--- config.mk ---
export PLATFORM = sky130hd
export DESIGN_NAME = cmpt_rf_wr_arb
export DESIGN_NICKNAME = d
export VERILOG_FILES = /design/src/rtl/cmpt_rf_wr_arb.sv
export SDC_FILE = /design/constraint.sdc
export NUM_CORES = 1
export LEC_CHECK = 0
export CORE_MARGIN = 3
export CORE_UTILIZATION = 59
export CTS_CLUSTER_DIAMETER = 60
export DETAILED_ROUTE_END_ITERATION = 12
export PLACE_DENSITY = 0.93
export SLEW_MARGIN = 30
export SYNTH_ARGS = -nofsm -noshare
export SYNTH_HDL_FRONTEND = slang
export SYNTH_SLANG_ARGS = --single-unit
--- constraint.sdc ---
create_clock -name clk -period 4.9 [get_ports clk]
set_clock_uncertainty 0.2 [all_clocks]
set_input_delay 1.225 -clock clk [delete_from_list [all_inputs] [get_ports clk]]
set_output_delay 1.225 -clock clk [all_outputs]
set_load 0.005 [all_outputs]
--- src/rtl/cmpt_rf_wr_arb.sv ---
// Register-file write-port arbiter for the ALU, MUL and Shifter write-backs.
// Each unit has its own small FIFO, drained round-robin into a registered write port; a pending-write scoreboard drives the issue stall.
module cmpt_rf_wr_arb #(
  parameter int DW    = 32,
  parameter int AW    = 4,
  parameter int DEPTH = 2
) (
  input  logic          clk,
  input  logic          rst,
  input  logic          ps_alu_wv,
  input  logic [AW-1:0] ps_alu_wa,
  input  logic [DW-1:0] ps_alu_wd,
  input  logic          ps_mul_wv,
  input  logic [AW-1:0] ps_mul_wa,
  input  logic [DW-1:0] ps_mul_wd,
  input  logic          ps_shf_wv,
  input  logic [AW-1:0] ps_shf_wa,
  input  logic [DW-1:0] ps_shf_wd,
  output logic          ps_alu_rdy,
  output logic          ps_mul_rdy,
  output logic          ps_shf_rdy,
  input  logic          ps_chk_en,
  input  logic [AW-1:0] ps_xb_rd_a0,
  input  logic [AW-1:0] ps_xb_raddy,
  input  logic [AW-1:0] ps_xb_wrt_a,
  output logic          ps_rf_we,
  output logic [AW-1:0] ps_rf_wa,
  output logic [DW-1:0] ps_rf_wd,
  output logic [1:0]    ps_rf_src,
  output logic          ps_hzd_stl,
  output logic          ps_arb_ovf
);

  localparam int PW = $clog2(DEPTH);
  localparam int CW = PW + 1;

  typedef enum logic [1:0] {
    SRC_ALU = 2'd0,
    SRC_MUL = 2'd1,
    SRC_SHF = 2'd2
  } src_e;

  function automatic src_e nxt_src(input src_e s);
    case (s)
      SRC_ALU: return SRC_MUL;
      SRC_MUL: return SRC_SHF;
      default: return SRC_ALU;
    endcase
  endfunction

  function automatic logic addr_hit(input logic [AW-1:0] a, input logic [AW-1:0] r0,
                                    input logic [AW-1:0] r1, input logic [AW-1:0] w);
    return (a == r0) || (a == r1) || (a == w);
  endfunction

  logic [2:0]    push_v;
  logic [AW-1:0] push_a [3];
  logic [DW-1:0] push_d [3];

  logic [AW-1:0] fa [3][DEPTH];
  logic [DW-1:0] fd [3][DEPTH];
  logic [PW-1:0] wp [3];
  logic [PW-1:0] rp [3];
  logic [CW-1:0] cnt [3];

  logic [2:0]    full, nempty, rdy, push, pop;
  src_e          rr, grant_s, cand;
  logic          grant_v;
  logic [AW-1:0] head_a;
  logic [DW-1:0] head_d;
  logic          hit;
  logic [PW-1:0] ofs;

  always_comb begin
    push_v    = {ps_shf_wv, ps_mul_wv, ps_alu_wv};
    push_a[0] = ps_alu_wa;
    push_a[1] = ps_mul_wa;
    push_a[2] = ps_shf_wa;
    push_d[0] = ps_alu_wd;
    push_d[1] = ps_mul_wd;
    push_d[2] = ps_shf_wd;
  end

  // Ready is taken from occupancy alone, so a same-cycle pop never frees room for a push.
  always_comb begin
    for (int unsigned i = 0; i < 3; i++) begin
      full[i]   = (cnt[i] == CW'(DEPTH));
      nempty[i] = (cnt[i] != '0);
      rdy[i]    = !full[i];
      push[i]   = push_v[i] && rdy[i];
    end
  end

  assign ps_alu_rdy = rdy[0];
  assign ps_mul_rdy = rdy[1];
  assign ps_shf_rdy = rdy[2];

  always_comb begin
    grant_v = 1'b0;
    grant_s = rr;
    cand    = nxt_src(rr);
    for (int unsigned k = 0; k < 3; k++) begin
      if (!grant_v && nempty[cand]) begin
        grant_v = 1'b1;
        grant_s = cand;
      end
      cand = nxt_src(cand);
    end
    pop = '0;
    if (grant_v) pop[grant_s] = 1'b1;
    head_a = fa[grant_s][rp[grant_s]];
    head_d = fd[grant_s][rp[grant_s]];
  end

  always_ff @(posedge clk) begin
    for (int unsigned i = 0; i < 3; i++) begin
      if (push[i]) begin
        fa[i][wp[i]] <= push_a[i];
        fd[i][wp[i]] <= push_d[i];
      end
    end
  end

  always_ff @(posedge clk or negedge rst) begin
    if (!rst) begin
      for (int unsigned i = 0; i < 3; i++) begin
        wp[i]  <= '0;
        rp[i]  <= '0;
        cnt[i] <= '0;
      end
      rr         <= SRC_SHF;
      ps_rf_we   <= 1'b0;
      ps_rf_wa   <= '0;
      ps_rf_wd   <= '0;
      ps_rf_src  <= '0;
      ps_arb_ovf <= 1'b0;
    end else begin
      for (int unsigned i = 0; i < 3; i++) begin
        if (push[i]) wp[i] <= wp[i] + 1'b1;
        if (pop[i])  rp[i] <= rp[i] + 1'b1;
        cnt[i] <= cnt[i] + CW'(push[i]) - CW'(pop[i]);
      end
      if (|(push_v & ~rdy)) ps_arb_ovf <= 1'b1;
      ps_rf_we <= grant_v;
      if (grant_v) begin
        rr        <= grant_s;
        ps_rf_wa  <= head_a;
        ps_rf_wd  <= head_d;
        ps_rf_src <= grant_s;
      end
    end
  end

  // An entry is live when its distance from the read pointer is below the occupancy.
  always_comb begin
    hit = 1'b0;
    ofs = '0;
    for (int unsigned i = 0; i < 3; i++) begin
      for (int unsigned j = 0; j < DEPTH; j++) begin
        ofs = PW'(j) - rp[i];
        if ({1'b0, ofs} < cnt[i] && addr_hit(fa[i][j], ps_xb_rd_a0, ps_xb_raddy, ps_xb_wrt_a))
          hit = 1'b1;
      end
      if (push[i] && addr_hit(push_a[i], ps_xb_rd_a0, ps_xb_raddy, ps_xb_wrt_a))
        hit = 1'b1;
    end
    if (ps_rf_we && addr_hit(ps_rf_wa, ps_xb_rd_a0, ps_xb_raddy, ps_xb_wrt_a))
      hit = 1'b1;
    ps_hzd_stl = ps_chk_en && hit;
  end

endmodule

==> run summary <==
Status = finished clean
WL/cell = 26.9 um
FMAX = 220 MHz
Min-delay worst type = reg2reg
Top cell type's share of synthesized area = 0.529
Fillers = 1231
GR Overflow Total = 0
Startpoint Class = input port
Cells along the critical path = clkdlybuf4s50_1 -> buf_6 -> xnor2_1 -> nand4_1 -> nand3_1 -> a32o_1 -> a311oi_2 -> a41oi_2 -> dlymetal6s2s_1
Root buf cell = clkbuf_16
RePlAce Congestion = 0.890
Critical Path AT = 3.11 ns
Synth Warn # = 0
Synth area leader = edfxtp_1
Antenna Nets Post-Route = 0
Final setup violating endpoints = 0
Worst Hold Slack = 0.323 ns
Clk sinks = 269
Post-CTS Hold Fix Bufs = 0
Global routing's busiest layer = met2
Tcrit/Tclk final = 0.926
Worst vdd ir = 0.518 mV
Share of cells above drive strength 1 = 0.138
M2 GR Usage = 0.527
H-Tree Depth = 1
Clk Latency, worst-skew pair = 0.57 ns
Gr usage total = 0.323
Initial antenna violation count = 0
Seq cells post-synth = 269
Met3 usage = 0.0572
CTS buffer count = 28
Routed vias/inst = 6.77
FF/Latch Area = 7810 um2
Pwr Density = 651 nW/um2
Clock transition at path regs = 0.06 ns
Core area = 20300 um2
Area growth from synthesis to layout = 25.6%
Relative slew margins = 0.352
Tightest Pin Transition = 0.972 ns
Initial cell density of the core = 0.604
Final Hold Viols = 0
First-pass GRT wire length = 55100 um
Setup CP Type = in2out
DR pass1 iterations = 5
Post-Synthesis Net Count = 1048
Setup TNS = 0 ns
Sequential-to-total area share from yosys stat = 0.637
Diodes inserted = 0
Post-layout minimum cycle time = 4.54 ns
Mapped Cells = 916
Multi-input gate area = 4220 um2
Leading register cell type out of synthesis = edfxtp_1
Synth area leaders = edfxtp_1 (53%), dfrtp_1 (11%), xnor2_1 (6.7%), o211ai_1 (6.6%), a221oi_2 (3.7%)
Clk buf depth = 3
Postcts setup bufs = 0
GRT met1 Usage = 0.431
Pin count of the biggest net entering global routing = 41
Worst Path Required = 3.47 ns
Overall Power = 10.0 mW
EDFF count, synth = 216
WL final = 36900 um
HPWL after DPL = 21800 um
Crit path max fanout = 7
Pre-CTS setup slack = -0.0141 ns
Placed inst area = 14400 um2
Slowest Stage Delay on Critical Path = 0.57 ns
Number of cell rows = 52
Die height = 150 um
Post-synthesis cell area = 12300 um2
Die width = 150 um
Asr flop ratio synth = 0.197
IO Port Bufs = 169
Slowest library cell on the worst path = clkdlybuf4s50_1
Final Cell Area = 15400 um2
CTS tree = done
Layout net count = 1212
Residual DRC = 0
Via Count = 9294
LEAKAGE = 5.20 nW
Cell variety after synth = 53
Slew Limit Fails = 0
Vias in the first global route = 9524
Post-route setup slack = 0.361 ns
Max_cap viols = 0
DIE AREA = 22500 um2
RSZ-0062 raised after global routing = false
Top-Level Pins = 170
Mean Syn Cell Area = 13.4 um2
Iteration-0 DRC Markers = 1004
Crit. End Element = output port
-- critical path: cells and delay by family --
family          cells  cell delay [ns]
buf+inv             3             0.94
compound gates      3             0.69
simple gates        2             0.21
xor+xnor            1             0.07
-- registers in the layout, indices dropped and copies added (netlist names) --
name and flops:
wp 3, ps_rf_wa 4, rp 3, fa 24
cnt 6, fd 192, ps_arb_ovf 1, ps_rf_wd 32
ps_rf_src 2, rr 1, ps_rf_we 1
-- report_power, final --
part	leakage, nW	internal [mW]	total [mW]	switching [mW]
Clock	0.483	1.23	2.15	0.921
Combinational	2.09	1.66	4.12	2.46
Sequential	2.63	3.23	3.76	0.527
Total	5.20	6.12	10.0	3.91
-- path summary, 6_finish.rpt --
check | from | endpoint | slack (ns) | cells past startpoint
setup / recovery | ps_xb_wrt_a[0] | ps_hzd_stl | 0.36 | 9
hold / removal | fd[1][21] | ps_rf_wd[21] | 0.32 | 2
setup reg to reg | rr[1] | ps_rf_wd[22] | 1.05 | 8
hold reg to reg | fd[1][21] | ps_rf_wd[21] | 0.32 | 2
max in group asynchronous | rst | ps_arb_ovf | 3.33 | 2
min in group asynchronous | rst | ps_rf_wd[6] | 0.46 | 1
-- layout make-up --
| class | instances | share of cell area |
|---|---|---|
| clock buffers | 39 | 0.0555 |
| clock inverters | 13 | 0.00666 |
| inverters | 11 | 0.00268 |
| multi-input cells | 563 | 0.274 |
| flip-flops and latches | 269 | 0.507 |
| well taps | 270 | 0.0219 |
| repair buffers | 207 | 0.132 |
-- layout by cell type, fill, tap and decap left out, drive strengths merged, types with 21 or more instances in the layout --
cell           Yosys  final
edfxtp           216    216
clkdlybuf4s50      0    161
o211ai           108    108
xnor2             94     94
dfrtp             52     52
nor2              48     48
nand2             45     45
a31oi             40     40
o21ai             39     39
buf               30     39
clkbuf            43     39
xor2              38     38
a21oi             38     38
a221oi            36     36
nand4             21     21
-- through the flow --
| step | utilization | cells |
|---|---|---|
| 4_1_cts | 0.755 | 1372 |
| 2_1_floorplan | - | 916 |
| 3_5_place_dp | 0.707 | 1320 |
| 5_1_grt | 0.759 | 1372 |
| 6_report | 0.759 | 1372 |
| 3_3_place_gp | 0.707 | 1320 |
-- kinds of logic after synthesis --
group / Yosys count / share of synthesized area
DFF: 269 / 0.637
AOI/OAI and AO/OA: 277 / 0.174
muxes: 1 / 0.000918
xor gates and xnor gates: 132 / 0.0943
and+or+nand+nor: 147 / 0.0568
buffers and inverters: 84 / 0.0306
adders and majority gates: 6 / 0.00612
-- routing by layer --
metal / share of wire / wire, um / vias to the layer above
met1: 0.38 / 13900 / 4572
met5: 0 / 0 / -
met4: 0.044 / 1630 / 0
met3: 0.099 / 3650 / 136
li1: - / - / 3862
met2: 0.48 / 17700 / 724
-- synthesized netlist by cell type, types with 5 or more instances --
library cell	number
nor4_1	9
inv_1	11
a31oi_1	40
dfrtp_1	52
a221oi_1	5
xnor2_1	94
xor2_1	38
nand4_1	21
edfxtp_1	216
a221oi_2	30
nand2_1	45
a21oi_1	37
buf_2	21
ha_1	6
clkbuf_1	43
o21ai_0	37
o211ai_1	108
nor2_1	46
-- timing repair --
| item | CTS | global route |
|---|---|---|
| setup endpoints to repair | 1 | 1 |
| resized for setup | 5 | 16 |
| pin swaps | 0 | 1 |
No activity file was read; power rests on OpenSTA's default activity.
